`config.mk`:
```
export PLATFORM = sky130hd
export DESIGN_NAME = quad_count_ctrl
export DESIGN_NICKNAME = d
export VERILOG_FILES = /design/src/rtl/quad_pkg.sv /design/src/rtl/quad_sat_acc.sv /design/src/rtl/quad_count_ctrl.sv
export SDC_FILE = /design/constraint.sdc
export NUM_CORES = 1
export LEC_CHECK = 0
export ABC_CLOCK_PERIOD_IN_PS = 4400
export CORE_ASPECT_RATIO = 0.9
export CORE_MARGIN = 10
export CORE_UTILIZATION = 53
export DETAILED_ROUTE_END_ITERATION = 12
export PLACE_DENSITY = 0.78
export REMOVE_ABC_BUFFERS = 1
export SYNTH_ARGS = -nofsm -noshare
export SYNTH_HDL_FRONTEND = slang
export SYNTH_HIERARCHICAL = 1
export SYNTH_SLANG_ARGS = --single-unit
export TNS_END_PERCENT = 10
```
`constraint.sdc`:
```
create_clock -name clk -period 4.4 [get_ports clk]
set_input_delay 1.32 -clock clk [delete_from_list [all_inputs] [get_ports clk]]
set_output_delay 1.32 -clock clk [all_outputs]
set_load 0.01 [all_outputs]
```
`src/rtl/quad_pkg.sv`:
```
// Shared types and defaults for the quadrature position/velocity controller.
package quad_pkg;

  typedef enum logic [1:0] {
    ST_IDLE  = 2'd0,
    ST_RUN   = 2'd1,
    ST_LATCH = 2'd2,
    ST_CLEAR = 2'd3
  } state_t;

  localparam logic FWD = 1'b0;

  localparam int DEF_POS_W = 16;
  localparam int DEF_VEL_W = 12;
  localparam int DEF_PER_W = 24;

endpackage

```
`src/rtl/quad_sat_acc.sv`:
```
// Signed +/-1 accumulator with clear; SAT selects saturate (1) or wrap (0) at the range limits.
module quad_sat_acc
  import quad_pkg::*;
#(
  parameter int W   = 16,
  parameter bit SAT = 1'b1
) (
  input  logic                clk,
  input  logic                reset,
  input  logic                clr,
  input  logic                inc,
  input  logic                dir,
  output logic signed [W-1:0] sum,
  output logic                ovf
);

  localparam logic signed [W-1:0] MAX = {1'b0, {(W-1){1'b1}}};
  localparam logic signed [W-1:0] MIN = {1'b1, {(W-1){1'b0}}};
  localparam logic signed [W-1:0] ONE = {{(W-1){1'b0}}, 1'b1};

  logic signed [W-1:0] value;

  // sum is the count with this cycle's event applied, before any clear.
  always_comb begin
    // NOTE: every combinational output gets a default first, so no path can infer a latch.
    sum = value;
    ovf = 1'b0;
    if (inc) begin
      if (dir == FWD) begin
        if (value == MAX) begin
          ovf = 1'b1;
          sum = SAT ? MAX : MIN;
        end else begin
          sum = value + ONE;
        end
      end else begin
        if (value == MIN) begin
          ovf = 1'b1;
          sum = SAT ? MIN : MAX;
        end else begin
          sum = value - ONE;
        end
      end
    end
  end

  // NOTE: sequential state is written with non-blocking assignments only.
  always_ff @(posedge clk) begin
    if (reset || clr) value <= '0;
    else              value <= sum;
  end

endmodule

```
`src/rtl/quad_count_ctrl.sv`:
```
// Quadrature position counter with windowed velocity and req/ack snapshots.
// Define QUAD_COUNT_CTRL_SAT_EN to saturate the position instead of wrapping it.
module quad_count_ctrl
  import quad_pkg::*;
#(
  parameter int POS_W = DEF_POS_W,
  parameter int VEL_W = DEF_VEL_W,
  parameter int PER_W = DEF_PER_W
) (
  input  logic                    clk,
  input  logic                    reset,
  input  logic                    enc_out,
  input  logic                    enc_dir,
  input  logic                    en,
  input  logic [PER_W-1:0]        period,
  input  logic                    clr_req,
  input  logic                    snap_req,
  output logic                    snap_ack,
  output logic signed [POS_W-1:0] snap_pos,
  output logic signed [VEL_W-1:0] snap_vel,
  output logic                    vel_valid,
  output logic                    ovf
);

`ifdef QUAD_COUNT_CTRL_SAT_EN
  localparam bit POS_SAT = 1'b1;
`else
  localparam bit POS_SAT = 1'b0;
`endif

  state_t                  state, state_next;
  logic                    enc_q;
  logic [PER_W-1:0]        timer, timer_next, per_m2;
  logic                    clr_zero, latch, ev, take, snap_done;
  logic signed [POS_W-1:0] pos_sum;
  logic signed [VEL_W-1:0] win_sum, vel, vel_next;
  logic                    pos_ovf, win_ovf;

  // A clr_req cycle and the CLEAR cycle after it both force everything to zero.
  assign clr_zero = clr_req || (state == ST_CLEAR);
  assign latch    = (state == ST_LATCH) && !clr_zero;
  assign ev       = en && (enc_out != enc_q) && !clr_zero;
  assign per_m2   = (period < PER_W'(2)) ? '0 : period - PER_W'(2);
  assign take     = snap_req && !snap_done && !clr_req;

  quad_sat_acc #(.W(POS_W), .SAT(POS_SAT)) u_pos (
    .clk   (clk),
    .reset (reset),
    .clr   (clr_zero),
    .inc   (ev),
    .dir   (enc_dir),
    .sum   (pos_sum),
    .ovf   (pos_ovf)
  );

  quad_sat_acc #(.W(VEL_W), .SAT(1'b1)) u_win (
    .clk   (clk),
    .reset (reset),
    .clr   (clr_zero || latch),
    .inc   (ev),
    .dir   (enc_dir),
    .sum   (win_sum),
    .ovf   (win_ovf)
  );

  always_ff @(posedge clk) begin
    if (reset) state <= ST_IDLE;
    else       state <= state_next;
  end

  always_comb begin
    state_next = state;
    if (clr_req) begin
      state_next = ST_CLEAR;
    end else begin
      case (state)
        ST_IDLE:  if (en) state_next = ST_RUN;
        ST_RUN: begin
          if (!en)                  state_next = ST_IDLE;
          else if (timer >= per_m2) state_next = ST_LATCH;
        end
        ST_LATCH, ST_CLEAR: state_next = en ? ST_RUN : ST_IDLE;
        default:  state_next = ST_IDLE;
      endcase
    end
  end

  // RUN spends period-1 cycles counting; LATCH is the last cycle of the window.
  always_comb begin
    timer_next = '0;
    vel_next   = vel;
    if (clr_zero) begin
      vel_next = '0;
    end else begin
      if (state == ST_RUN && en) timer_next = timer + PER_W'(1);
      if (latch)                 vel_next   = win_sum;
    end
  end

  always_ff @(posedge clk) begin
    if (reset) begin
      enc_q     <= 1'b0;
      timer     <= '0;
      vel       <= '0;
      vel_valid <= 1'b0;
      ovf       <= 1'b0;
      snap_ack  <= 1'b0;
      snap_pos  <= '0;
      snap_vel  <= '0;
      snap_done <= 1'b0;
    end else begin
      enc_q <= enc_out;
      timer <= timer_next;
      vel   <= vel_next;
      if (clr_zero) begin
        vel_valid <= 1'b0;
        ovf       <= 1'b0;
      end else begin
        if (latch)              vel_valid <= 1'b1;
        if (pos_ovf || win_ovf) ovf       <= 1'b1;
      end
      snap_ack <= take;
      if (take) begin
        snap_pos <= pos_sum;
        snap_vel <= vel_next;
      end
      // One ack per request: re-armed only after snap_req drops.
      snap_done <= snap_req && (snap_done || take);
    end
  end

endmodule
```
==> results by group <==
Synth
  • Area of the mapped netlist: 6680 µm²
  • Sequential area share after synthesis: slightly below 30%
  • Ys Warns: 6
  • Count of flip-flops with a built-in enable after synthesis: 0
  • Synth top area share: 29.7%
  • Synth Flop Type: dfxtp_1
  • Synth Register Bits: approximately 100
  • Gate Count Post-Synth: 864
  • Dominant cell type by area after synthesis: dfxtp_1
  • Area contributors post-synth: dfxtp_1 30%, ha_1 6.0%, nand2_1 5.9%
  • Netlist cell types: 87
  • FFs w/ async S/R, synth: 0%
  • Mean Syn Cell Area: 7.73 µm²

Timing
  • F_max: 232 MHz
  • Final setup viols: 0
  • Min Tclk post-route: between 4 and 5 ns
  • Slew headroom: 42.3%
  • Worst-Margin Slew: ~0.86 ns
  • Setup tns final: 0 ns
  • Slew Limit Fails: 0
  • Final Hold Fails: 0
  • Clk_skew: 0.00748 ns
  • Final clock period utilization by the worst path: 98.0%

Floorplan
  • Die Wd: about 140 µm
  • Die height: 127 µm
  • Starting Density: about 55%
  • Total die area: 17500 µm²
  • I/O pin total: 62
  • Core ar.: 12200 µm²
  • Row Count: 38

Worst setup path
  • Arrival @ worst endpoint: 4.56 ns
  • R2R cell count: 9
  • Most used cell, CP: or4_4
  • Critical path fanouts, max: 2
  • CP Cell Sequence: clkdlybuf4s50_1 -> or4_4 -> nor4_4 -> nand3b_2 -> or4_4 -> and2_1 -> ha_1 -> nor2b_1 -> o21ai_1 -> a211oi_2 -> or4_1 -> o211a_1
  • CP max stage delay: 0.56 ns
  • Critical path buffers and inverters: 1
  • Kind of critical path: in -> reg
  • Critical path's slowest cell: or4_4
  • Crit end category: flip-flop
  • WP depth: 12
  • Worst EP required: roughly 4.7 ns
  • Delay-heaviest family, CP: simple AND/OR/NAND/NOR gates
  • CP Launch Type: primary input

Layout
  • Fraction of layout instances using a drive strength above 1: 11.2%
  • Area growth, synth to finish: 17.9%
  • Antenna diode count: 0
  • Post-Route Utilization: around 64%
  • Commonest non-fill, non-tap cell in the layout: nand2_1
  • Fin nets: about 1000
  • Most frequent cells in the layout: 104 x nand2_1, 99 x dfxtp_1, 90 x nor2_1
  • Fin area: 7880 µm²

CTS
  • Hold-fix buffer count after cts: 0
  • CTS Root Cell: clkbuf_16
  • Clock-pin slew on the worst setup and hold paths: 0.07 ns
  • Clk_lat worst skew: 0.36 ns
  • Num CTS Buffers: 9
  • CTS Buffer Depth: 2
  • # clock sinks: 99
  • H-tree Lvls: 3
  • CTS tree: yes

Routing
  • Vias per inst: 6.01
  • WL per Instance: 16.1 µm
  • Routed Antenna Nets: 0
  • DRC viols: 0
  • DR iter-0 viols: 651
  • Routed vias: 6538
  • DRT Wirelength: 17600 µm
  • DR pass1 iterations: 5

Global routing
  • Global-route wire length before repair: 29300 µm
  • Vias in the first global route: 6023
  • Antenna violations before repair: 0
  • GR Overflow Total: 0
  • Global Route Usage Sum: 19.2%
  • Largest net degree at the start of global routing: 52

Pwr
  • PwrDens: 254 nW/µm²
  • Peak supply drop: ~0.00019 V
  • Leak Pwr: 2.91 nW

Hold path
  • Hold Crit Class: reg -> reg
  • Hold Path Stages: 2

Place
  • Area after DPL: 7510 µm²
  • RD Place Congestion: around 0.99
  • HPWL Detailed: 13000 µm
  • PortBufs: 61

Run status
  • Status: completed

Flow run
  • Max-cap viol count: 0
==> worst register-to-register path: stages, from the launching register on <==
cell,delay (ns)
dfxtp_1,0.56
ha_1,0.37
nand4_1,0.30
o31ai_4,0.36
a21oi_1,0.12
a21oi_1,0.18
nand2_1,0.10
a211oi_1,0.36
a21oi_1,0.07
nor2_1,0.09
==> layer usage <==
| layer | share of wire [%] | track usage, % | vias up | routed length (µm) |
|---|---|---|---|---|
| li1 | - | - | 3257 | - |
| met1 | 48 | 25.2 | 3024 | 8410 |
| met2 | 44 | 30.5 | 235 | 7760 |
| met3 | 6.5 | 4.77 | 22 | 1150 |
| met4 | 1.3 | 5.76 | 0 | 234 |
| met5 | 0 | 0 | - | 0 |
==> stage by stage <==
stage	hold WS, ns	setup WS, ns	power, mW	std cells
2_1_floorplan	0.441	-0.458	1.10	806
3_3_place_gp	0.443	-0.266	1.22	1069
3_5_place_dp	0.447	-0.346	1.23	1069
4_1_cts	0.457	0.0384	2.01	1085
5_1_grt	0.482	-0.0536	2.09	1087
6_report	0.453	0.0893	2.00	1087
==> power by group <==
group | internal [mW] | total, mW | leakage, nW | switching, mW
Sequential | 0.907 | 0.925 | 0.799 | 0.0185
Clock | 0.413 | 0.789 | 0.149 | 0.376
Combinational | 0.128 | 0.289 | 1.96 | 0.162
==> what timing repair did <==
action | CTS | global route
endpoints found under the setup margin | 0 | 2
setup buffers | 0 | 2
resized for setup | 0 | 14
==> flip-flops by register name (all words and copies together) (netlist names) <==
register	flops
ovf	1
vel	12
snap_vel	12
snap_done	1
vel_valid	1
snap_pos	16
u_win/value	12
u_pos/value	16
enc_q	1
snap_ack	1
timer	24
state	2
==> synth_stat cells, drive strengths merged, types with 11 or more instances <==
cell type / instances
a211oi: 34
a21oi: 58
and2: 12
and3: 12
and4: 11
buf: 24
clkbuf: 34
dfxtp: 99
ha: 32
inv: 19
nand2: 107
nand2b: 19
nand3: 29
nand4: 19
nor2: 91
nor2b: 15
nor3: 29
nor4: 14
o21ai: 27
or3: 13
xnor2: 20
xor2: 15
==> final cells by class <==
cell class	count	area, µm²
clock buffer	10	239
tap	160	200
inverter	20	75.1
fill	1101	4340
sequential	99	1980
clock inverter	6	56.3
multi-input combinational	687	4380
timing repair buffer	105	945
==> path summary, 6_finish.rpt <==
check                           slack [ns]            to      startpoint
worst max register to register        1.83   snap_vel[2]  u_win/value[0]
worst max-delay path                  0.09      state[0]       period[9]
worst min-delay path                  0.45  snap_pos[11]    snap_pos[11]
worst min register to register        0.45  snap_pos[11]    snap_pos[11]
==> cells by family after synthesis <==
logic type / share of synthesized area (%)
buffers and inverters: 5.67
flip-flops: 29.7
XOR/XNOR: 4.59
adder cells (fa/ha/maj): 5.99
AND/OR/NAND/NOR: 32.5
multiplexers: 1.07
AO/OA/AOI/OAI: 20.6
Note: power is estimated with default switching activity, not from simulation.
